==> config.mk <==
export PLATFORM = sky130hd
export DESIGN_NAME = multi_range_tracker
export DESIGN_NICKNAME = d
export VERILOG_FILES = /design/src/rtl/multi_range_tracker_pkg.sv /design/src/rtl/range_lane.sv /design/src/rtl/multi_range_tracker.sv
export SDC_FILE = /design/constraint.sdc
export NUM_CORES = 1
export LEC_CHECK = 0
export CAP_MARGIN = 10
export CORE_ASPECT_RATIO = 0.9
export CORE_MARGIN = 4
export CORE_UTILIZATION = 35
export CTS_CLUSTER_SIZE = 8
export DETAILED_ROUTE_END_ITERATION = 16
export GPL_TIMING_DRIVEN = 0
export PLACE_DENSITY = 0.5
export SLEW_MARGIN = 20
export SYNTH_ARGS = -nofsm -noshare
export SYNTH_HDL_FRONTEND = slang
export SYNTH_SLANG_ARGS = --single-unit
==> constraint.sdc <==
create_clock -name clock -period 5.15 [get_ports clock]
set_input_delay 1.545 -clock clock [delete_from_list [all_inputs] [get_ports clock]]
set_output_delay 1.545 -clock clock [all_outputs]
set_load 0.05 [all_outputs]
==> src/rtl/multi_range_tracker_pkg.sv <==
`default_nettype none
// ============================================================================
// Module      : multi_range_tracker_pkg
// Description : Shared FSM state encoding and per-channel accumulator reset
//               values for the multi-channel min/max/count tracker.
// Revision    : 1.0 - initial release
// ============================================================================
package multi_range_tracker_pkg;

  // Controller states. Encoding width is explicit so it is stable in netlists.
  typedef enum logic [1:0] {
    ST_IDLE    = 2'd0,
    ST_COLLECT = 2'd1,
    ST_REPORT  = 2'd2
  } state_e;

  // Per-channel reset values, replicated to the data/count width at use site.
  // min starts at all-ones so the first sample always wins the comparison;
  // max starts at zero for the same reason.
  localparam logic LANE_MIN_RST_BIT = 1'b1;
  localparam logic LANE_MAX_RST_BIT = 1'b0;
  localparam logic LANE_CNT_RST_BIT = 1'b0;

  // Width of a channel index; a single channel still needs one bit.
  function automatic int ch_width(input int n);
    return (n > 1) ? $clog2(n) : 1;
  endfunction

endpackage
`default_nettype wire

==> src/rtl/range_lane.sv <==
`default_nettype none
// ============================================================================
// Module      : range_lane
// Description : One channel's running minimum, maximum and saturating sample
//               count. clear_i reloads the reset values; upd_i folds in data_i.
// Revision    : 1.0 - initial release
// ============================================================================
module range_lane
  import multi_range_tracker_pkg::*;
#(
  parameter int DATA_W = 10,
  parameter int CNT_W  = 8
) (
  input  logic              clock,
  input  logic              reset_n,
  input  logic              clear_i,
  input  logic              upd_i,
  input  logic [DATA_W-1:0] data_i,
  output logic [DATA_W-1:0] min_o,
  output logic [DATA_W-1:0] max_o,
  output logic [CNT_W-1:0]  count_o
);

  localparam logic [DATA_W-1:0] MIN_RST = {DATA_W{LANE_MIN_RST_BIT}};
  localparam logic [DATA_W-1:0] MAX_RST = {DATA_W{LANE_MAX_RST_BIT}};
  localparam logic [CNT_W-1:0]  CNT_RST = {CNT_W{LANE_CNT_RST_BIT}};
  localparam logic [CNT_W-1:0]  CNT_MAX = {CNT_W{1'b1}};

  logic [DATA_W-1:0] min_q, min_d;
  logic [DATA_W-1:0] max_q, max_d;
  logic [CNT_W-1:0]  cnt_q, cnt_d;

  // Next-state: clear has priority over a sample so a window always starts fresh.
  always_comb begin
    min_d = min_q;
    max_d = max_q;
    cnt_d = cnt_q;
    if (clear_i) begin
      min_d = MIN_RST;
      max_d = MAX_RST;
      cnt_d = CNT_RST;
    end else if (upd_i) begin
      if (data_i < min_q) min_d = data_i;
      if (data_i > max_q) max_d = data_i;
      if (cnt_q != CNT_MAX) cnt_d = cnt_q + CNT_W'(1);
    end
  end

  // Accumulator registers with asynchronous reset to the empty-channel values.
  always_ff @(posedge clock or negedge reset_n) begin
    if (!reset_n) begin
      min_q <= MIN_RST;
      max_q <= MAX_RST;
      cnt_q <= CNT_RST;
    end else begin
      min_q <= min_d;
      max_q <= max_d;
      cnt_q <= cnt_d;
    end
  end

  assign min_o   = min_q;
  assign max_o   = max_q;
  assign count_o = cnt_q;

endmodule
`default_nettype wire

==> src/rtl/multi_range_tracker.sv <==
`default_nettype none
// ============================================================================
// Module      : multi_range_tracker
// Description : Collects unsigned samples per channel between go and finish,
//               then reports min/max/range/count one channel per cycle.
//               Protocol violations raise a sticky error flag and are ignored.
// Revision    : 1.0 - initial release
// ============================================================================
module multi_range_tracker
  import multi_range_tracker_pkg::*;
#(
  parameter  int DATA_W   = 10,
  parameter  int CHANNELS = 4,
  parameter  int CNT_W    = 8,
  localparam int CH_W     = (CHANNELS > 1) ? $clog2(CHANNELS) : 1
) (
  input  logic              clock,
  input  logic              reset_n,
  input  logic              go,
  input  logic              finish,
  input  logic              in_valid,
  input  logic [CH_W-1:0]   in_ch,
  input  logic [DATA_W-1:0] in_data,
  output logic              out_valid,
  output logic [CH_W-1:0]   out_ch,
  output logic [DATA_W-1:0] out_min,
  output logic [DATA_W-1:0] out_max,
  output logic [DATA_W-1:0] out_range,
  output logic [CNT_W-1:0]  out_count,
  output logic              out_last,
  output logic              busy,
  output logic              error
);

  localparam logic [CH_W:0]   CH_LIMIT = (CH_W+1)'(CHANNELS);
  localparam logic [CH_W-1:0] LAST_CH  = CH_W'(CHANNELS - 1);

  state_e            state_q;
  logic [CH_W-1:0]   rpt_ch_q;
  logic              error_q;

  logic              w_ch_ok;
  logic              w_go_ok;
  logic              w_fin_ok;
  logic              w_acc;
  logic              w_viol;
  logic [CHANNELS-1:0] w_upd;

  logic [DATA_W-1:0] w_min [CHANNELS];
  logic [DATA_W-1:0] w_max [CHANNELS];
  logic [CNT_W-1:0]  w_cnt [CHANNELS];

  // Decode legal requests and every protocol violation for this cycle.
  always_comb begin
    w_ch_ok  = ({1'b0, in_ch} < CH_LIMIT);
    w_go_ok  = (state_q == ST_IDLE) && go && !finish;
    w_fin_ok = (state_q == ST_COLLECT) && finish && !go;
    w_acc    = (state_q == ST_COLLECT) && in_valid && w_ch_ok;
    w_viol   = (go && finish)
             || (finish && (state_q == ST_IDLE))
             || (go && (state_q != ST_IDLE))
             || (in_valid && (state_q != ST_COLLECT))
             || (in_valid && !w_ch_ok);
  end

  // Controller FSM: window sequencing, report channel pointer and sticky error.
  always_ff @(posedge clock or negedge reset_n) begin
    if (!reset_n) begin
      state_q  <= ST_IDLE;
      rpt_ch_q <= '0;
      error_q  <= 1'b0;
    end else begin
      case (state_q)
        ST_IDLE: begin
          if (w_go_ok) state_q <= ST_COLLECT;
        end
        ST_COLLECT: begin
          if (w_fin_ok) begin
            state_q  <= ST_REPORT;
            rpt_ch_q <= '0;
          end
        end
        ST_REPORT: begin
          if (rpt_ch_q == LAST_CH) begin
            state_q  <= ST_IDLE;
            rpt_ch_q <= '0;
          end else begin
            rpt_ch_q <= rpt_ch_q + CH_W'(1);
          end
        end
        default: begin
          state_q  <= ST_IDLE;
          rpt_ch_q <= '0;
        end
      endcase
      // A violation in the same cycle as an accepted go still leaves the flag set.
      if (w_viol)       error_q <= 1'b1;
      else if (w_go_ok) error_q <= 1'b0;
    end
  end

  for (genvar k = 0; k < CHANNELS; k++) begin : g_lane
    assign w_upd[k] = w_acc && (in_ch == CH_W'(k));

    range_lane #(
      .DATA_W (DATA_W),
      .CNT_W  (CNT_W)
    ) u_lane (
      .clock   (clock),
      .reset_n (reset_n),
      .clear_i (w_go_ok),
      .upd_i   (w_upd[k]),
      .data_i  (in_data),
      .min_o   (w_min[k]),
      .max_o   (w_max[k]),
      .count_o (w_cnt[k])
    );
  end

  // Report beat: a pure decode of registered state so the beat for channel k
  // appears k+1 cycles after finish and includes a sample taken with finish.
  always_comb begin
    out_valid = 1'b0;
    out_ch    = '0;
    out_min   = '0;
    out_max   = '0;
    out_range = '0;
    out_count = '0;
    out_last  = 1'b0;
    if (state_q == ST_REPORT) begin
      out_valid = 1'b1;
      out_ch    = rpt_ch_q;
      out_count = w_cnt[rpt_ch_q];
      out_last  = (rpt_ch_q == LAST_CH);
      if (w_cnt[rpt_ch_q] != '0) begin
        out_min   = w_min[rpt_ch_q];
        out_max   = w_max[rpt_ch_q];
        out_range = w_max[rpt_ch_q] - w_min[rpt_ch_q];
      end
    end
  end

  assign busy  = (state_q != ST_IDLE);
  assign error = error_q;

endmodule
`default_nettype wire

* After elaboration in Yosys (flattened, before gate mapping) *
Index checks and enable logic that the tools add are counted.

cells by class
  reduce and logical (&&, ||, !) cells = 53
  magnitude comparators = 9
  muxes and demuxes = 64
  $add $sub $neg = 6
  bitwise logic cells = 2
  eq/ne operators = 14

operators with widths
  kind                                                      count
  two-way mux 10 bit                                        34
  two-way mux 8 bit                                         15
  binary-select mux 10 bit (select 2 bit)                   2
  > comparator 10 bit                                       4
  < comparator 10 bit                                       4
  nonzero test 2 bit                                        18
  adder 8 x 1 -> 8 bit, second input constant               4
  != test 8 bit, second input constant                      4
  AND reduction 2 bit                                       13
  binary-select mux 8 bit (select 2 bit)                    1
  logical AND 1 bit                                         13
  two-way mux 2 bit                                         6
  case mux 2 bit (3 select lines)                           2
  subtractor 10 bit                                         1
  == test 2 bit, second input constant                      4
  nonzero test 8 bit                                        1
  == test 2 x 1 -> 1 bit, second input constant             2
  logical NOT 2 bit                                         2
  two-way mux 1 bit                                         4
  != test 2 x 1 -> 1 bit, second input constant             2
  != test 2 bit, second input constant                      2
  greater-or-equal comparator 3 bit, second input constant  1
  logical OR 1 bit                                          3
  inverter 2 -> 3 bit                                       1
  other kinds (4)                                           5

storage, ports and cells
  bits of input ports = 17
  word-level logic and storage cells = 163
  output and inout port bits = 44
  bits in registers = 117

* Longest topological paths before layout *
  depth in word-level cells = 7
  depth in mapped cells = 11

* By module *
A second synthesis with hierarchy kept.

second synthesis, totals
  cell total of the unflattened synthesis = 950
  area, all modules = 9147.5 um2

by module, submodules not included
  module                             instances  area each (um2)  cells each
  range_lane (g_lane[0].u_lane ...)  3          1849.3           194
  range_lane (g_lane[3].u_lane)      1          1848.0           194
  multi_range_tracker                1          1751.7           174

* Worst setup path before layout *
Ideal clock, no wire load.

  kind = register -> output
  start = register rpt_ch_q[0]
  end = output out_range[7]
  data arrival time = 3.597 ns
  data required time = 3.605 ns
  cell stages (with the launch flop) = 11
  setup slack = 0.008 ns
  path through = dfrtp_1 buf_6 buf_2 mux4_2 inv_1 ha_1 nor2b_1 o31ai_1 a21oi_1 o21ai_0 nor3b_1

on the way
  longest elaborated chain between the ends = 7
  elaborated cells on any way between the ends = 14

RTL lines
  what                                                                                                      line                                                    source
  from (decl)                                                                                               multi_range_tracker.sv:39                               logic [CH_W-1:0] rpt_ch_q;
  from (signal assigned)                                                                                    multi_range_tracker.sv:88                               rpt_ch_q <= rpt_ch_q + CH_W'(1);
  inverter 2 -> 3 bit (implied by the code) *                                                               multi_range_tracker.sv:135, multi_range_tracker.sv:138
  binary-select mux 10 bit (select 2 bit) / binary-select mux 8 bit (select 2 bit) (equally long branches)  multi_range_tracker.sv:138, multi_range_tracker.sv:135
  two-way mux 10 bit (implied by the code) / two-way mux 8 bit (equally long branches) (2 in a row)         multi_range_tracker.sv:138, multi_range_tracker.sv:135
  subtractor 10 bit / nonzero test 8 bit (equally long branches)                                            multi_range_tracker.sv:138, multi_range_tracker.sv:135
  two-way mux 10 bit *                                                                                      multi_range_tracker.sv:135                              if (w_cnt[rpt_ch_q] != '0) begin
  two-way mux 10 bit *                                                                                      multi_range_tracker.sv:130                              if (state_q == ST_REPORT) begin
  to (decl)                                                                                                 multi_range_tracker.sv:28                               output logic [DATA_W-1:0] out_range,

Every way passes the cells marked *; elsewhere a longest branch is shown, timed or not. The select of a mux whose other input is x is not followed.

* Worst setup path after layout *
  start = register rpt_ch_q[0]
  end = output out_range[8]

Same word-level chain as after synthesis.

==> impl_results.md <==
- Drt drc: 0
- Overflow after GRT: 0
- Hold endpoint: error$_DFFE_PN0P_
- DR WL/cell: 19.91 um
- Crit Path Max Fanout: 10
- Placed cell area: 9812 um2
- Status: complete, no violations
- Count of final setup violators: 0
- Antenna violations before repair: 0
- CP Buf/Inv Count: 3
- Routed Antenna Nets: 0
- Worst Hold Class: register to register
- Post-synth EDFFs: 0
- Layout cells sized above 1: 14.76%
- RSZ-0062 raised after global routing: false
- Via count: about 7000
- Max stage delay cell, worst path: mux4_2
- Slew Viols, Final: 0
- Synth-to-Final Area Change: 19.33%
- Clock latency on the worst-skew pair: 0.42 ns
- Synth Area per Inst: between 9 and 10 um2
- Critical Path Start Type: register
- Final Cycle Share: 96.53%
- Drt first pass iters: 5
- 1st-iter DRT viols: 639
- Final Non-Filler Cells: 1352
- Yosys warnings: 0
- Die W: between 150 and 200 um
- Mapped Area: 8778 um2
- Pwr per Cell Area: a little under 500 nW/um2
- Fill count: between 2000 and 2500
- Share of synthesized registers carrying an async set or reset: 100.0%
- Synthesized Nets: 1031
- Crit path max-delay family: multiplexers
- Worst VDD drop: 0.0002309 V
- Reg2reg setup slack: about 2.5 ns
- Worst slew margin: 26.94%
- R2r worst-path depth: 5
- CP Class: register to output port
- DR vias/cell: 5.308
- P_leak: between 4 and 5 nW
- Commonest non-fill, non-tap cell in the layout: inv_1
- Hpwl dp: about 20 mm
- Final Net Count: 1111
- Fin Setup TNS: 0 ns
- Crit path DAT: approximately 3.4 ns
- First-pass GRT wire length: between 40 and 50 mm
- Total GRT Usage: between 20 and 25%
- RePlAce Congestion: roughly 0.83
- Hold WS: about 0.53 ns
- Max Clock Skew: 0.01247 ns
- Clk buf depth: 2
- CP Cell Sequence: buf_8 > buf_8 > mux4_2 > ha_1 > fa_1 > nor2b_2 > o21ai_2 > a21oi_1 > mux2i_1 > o21a_1 > buf_4
- Fin crit period: around 5.0 ns
- CTS H-tree lvls: 4
- DIE AREA: 27680 um2
- R2r endpoint: g_lane[0].u_lane.max_o[9]$_DFFE_PN0P_
- #FFs+latches synth: around 120
- Ports: just over 60
- CTS root buffer: clkbuf_16
- Main synth FF type: dfrtp_1
- Worst-path clk slew: roughly 0.06 ns
- Placed cell count: between 1000 and 1500
- Hold path start: error$_DFFE_PN0P_
- Crit Reg-Reg Startpoint: state_q[0]$_DFFE_PN0P_
- Starting density of the core: between 30% and 40%
- Setup crit end kind: output port
- Netlist cell types: 65
- Design Area, Final: ~10000 um2
- WL final: 26.91 mm
- Final Util: between 40% and 50%
- Register area share after synthesis: between 30 and 40%
- Num CTS Buffers: 17
- Port Buf Inserts: 58
- Antenna Cells: 0
- TritonCTS clock tree: built
- Largest net degree at the start of global routing: 92
- Maximum clock rate: between 200 and 250 MHz
- Synth Instances: between 900 and 1000
- Most frequent cells in the layout: inv_1, ha_1, nor2_1
- Top cell by count, worst path: buf_8
- Worst endpoint required time: 3.61 ns
- Critical Path Max Stage Delay: 0.53 ns
- WHS Path Cells: 2
- CTS sink cnt: ~120
- Max cap viols: 0
- Vias in the first global route: about 7100
- Die H: ~160 um
- Slew @ Worst Pin: 1.094 ns
- Core box area: 24460 um2
- Final hold vios: 0
- Rows: 54
-- area by class of cell --
| class | instances | area (um2) | share of cell area [%] |
|---|---|---|---|
| plain buffers | 35 | 207.7 | 1.983 |
| clock buffers | 26 | 554.3 | 5.291 |
| clock inverters | 6 | 58.81 | 0.5614 |
| inverters | 106 | 400.4 | 3.822 |
| multi-input cells | 665 | 5241 | 50.04 |
| flip-flops and latches | 117 | 2979 | 28.44 |
| well taps | 336 | 420.4 | 4.013 |
| repair buffers | 61 | 613.1 | 5.853 |
-- cell families (layout without fill, tap and decap cells) --
family	Yosys count	in the layout	synth area share [%]
xor+xnor	18	18	1.796
fa+ha+maj	91	91	13.06
flops	117	117	33.92
simple gates	274	274	16.51
compound gates	204	204	14.98
mux	78	78	13.14
buf+inv	141	234	6.599
-- cells in the mapped netlist (all sizes together) (3+ instances only) --
| library cell | n | area share, % |
|---|---|---|
| a2111o | 4 | 0.51 |
| clkbuf | 16 | 0.68 |
| buf | 19 | 1.4 |
| a31o | 4 | 0.40 |
| dfstp | 40 | 12 |
| a2111oi | 6 | 0.96 |
| and4 | 6 | 0.60 |
| xor2 | 7 | 0.70 |
| dfrtp | 77 | 22 |
| nand3 | 50 | 2.9 |
| o21ai | 59 | 3.4 |
| o31ai | 16 | 1.4 |
| nor2 | 98 | 5.0 |
| a211o | 4 | 0.40 |
| inv | 106 | 4.6 |
| nor3 | 14 | 0.80 |
| a21oi | 61 | 3.5 |
| and2 | 21 | 1.5 |
| nand2 | 31 | 1.3 |
| nor2b | 8 | 0.57 |
| ha | 90 | 13 |
| mux2i | 50 | 5.7 |
| nand4 | 15 | 1.1 |
| nand2b | 8 | 0.57 |
| o21a | 9 | 0.77 |
| a211oi | 15 | 1.3 |
| and3 | 5 | 0.36 |
| xnor2 | 11 | 1.1 |
| mux4 | 28 | 7.4 |
| a31oi | 6 | 0.43 |
| nor4b | 3 | 0.30 |
| o2111ai | 3 | 0.30 |
-- report_power, final --
part	total, mW	leakage, nW	switching, mW	internal (mW)
sequential	1.58	1.47	0.280	1.30
combinational	2.31	3.14	1.36	0.946
clock	1.24	0.305	0.451	0.791
-- sequential cells by signal, indices dropped and copies added, names as in the netlist --
signal and cells:
g_lane.u_lane.count_o 32, g_lane.u_lane.min_o 40, rpt_ch_q 2, g_lane.u_lane.max_o 40, error 1, state_q 2
-- how the worst max path moves through the flow --
stage / start / end / slack (ns) / depth (start not counted)
global placement: reset_n / error$_DFFE_PN0P_ / -2.59 / 1
CTS: rpt_ch_q[0]$_DFFE_PN0P_ / out_range[1] / 0.02 / 8
finish: rpt_ch_q[0]$_DFFE_PN0P_ / out_range[8] / 0.18 / 11
floorplan: rpt_ch_q[0]$_DFFE_PN0P_ / out_range[7] / 0.008 / 10
global route: rpt_ch_q[0]$_DFFE_PN0P_ / out_range[8] / 0.007 / 11
detailed placement: rpt_ch_q[1]$_DFFE_PN0P_ / out_range[8] / -0.80 / 12
-- layer usage --
layer  global-route usage, %  up-vias  share of wire (%)
met1                   28.74     3505                 50
met2                   31.63      150                 45
met4                   4.824        0                1.1
met5                       0        -                  0
met3                   3.629       18                4.7
li1                        -     3503                  -
-- worst register-to-register path: stages, from the launching register on --
cell and delay (ns):
dfrtp_1 0.39, clkbuf_1 0.22, nor4b_1 0.66, clkbuf_1 0.61, clkbuf_1 0.57, a21oi_1 0.10
-- through the flow --
step	power, mW	worst slack, ns
final	5.135	0.1787
after global routing	5.530	0.006787
after CTS	5.153	0.01679
after detailed placement	3.881	-0.8027
after global placement	3.853	-2.592
after floorplan	3.170	0.007579
-- repair_timing --
item | in CTS | in global routing
hold buffers | 0 | 0
setup endpoints to repair | 10 | 8
setup buffers | 0 | 2
resized for setup | 49 | 15
Power figures use the tool's default switching activity.
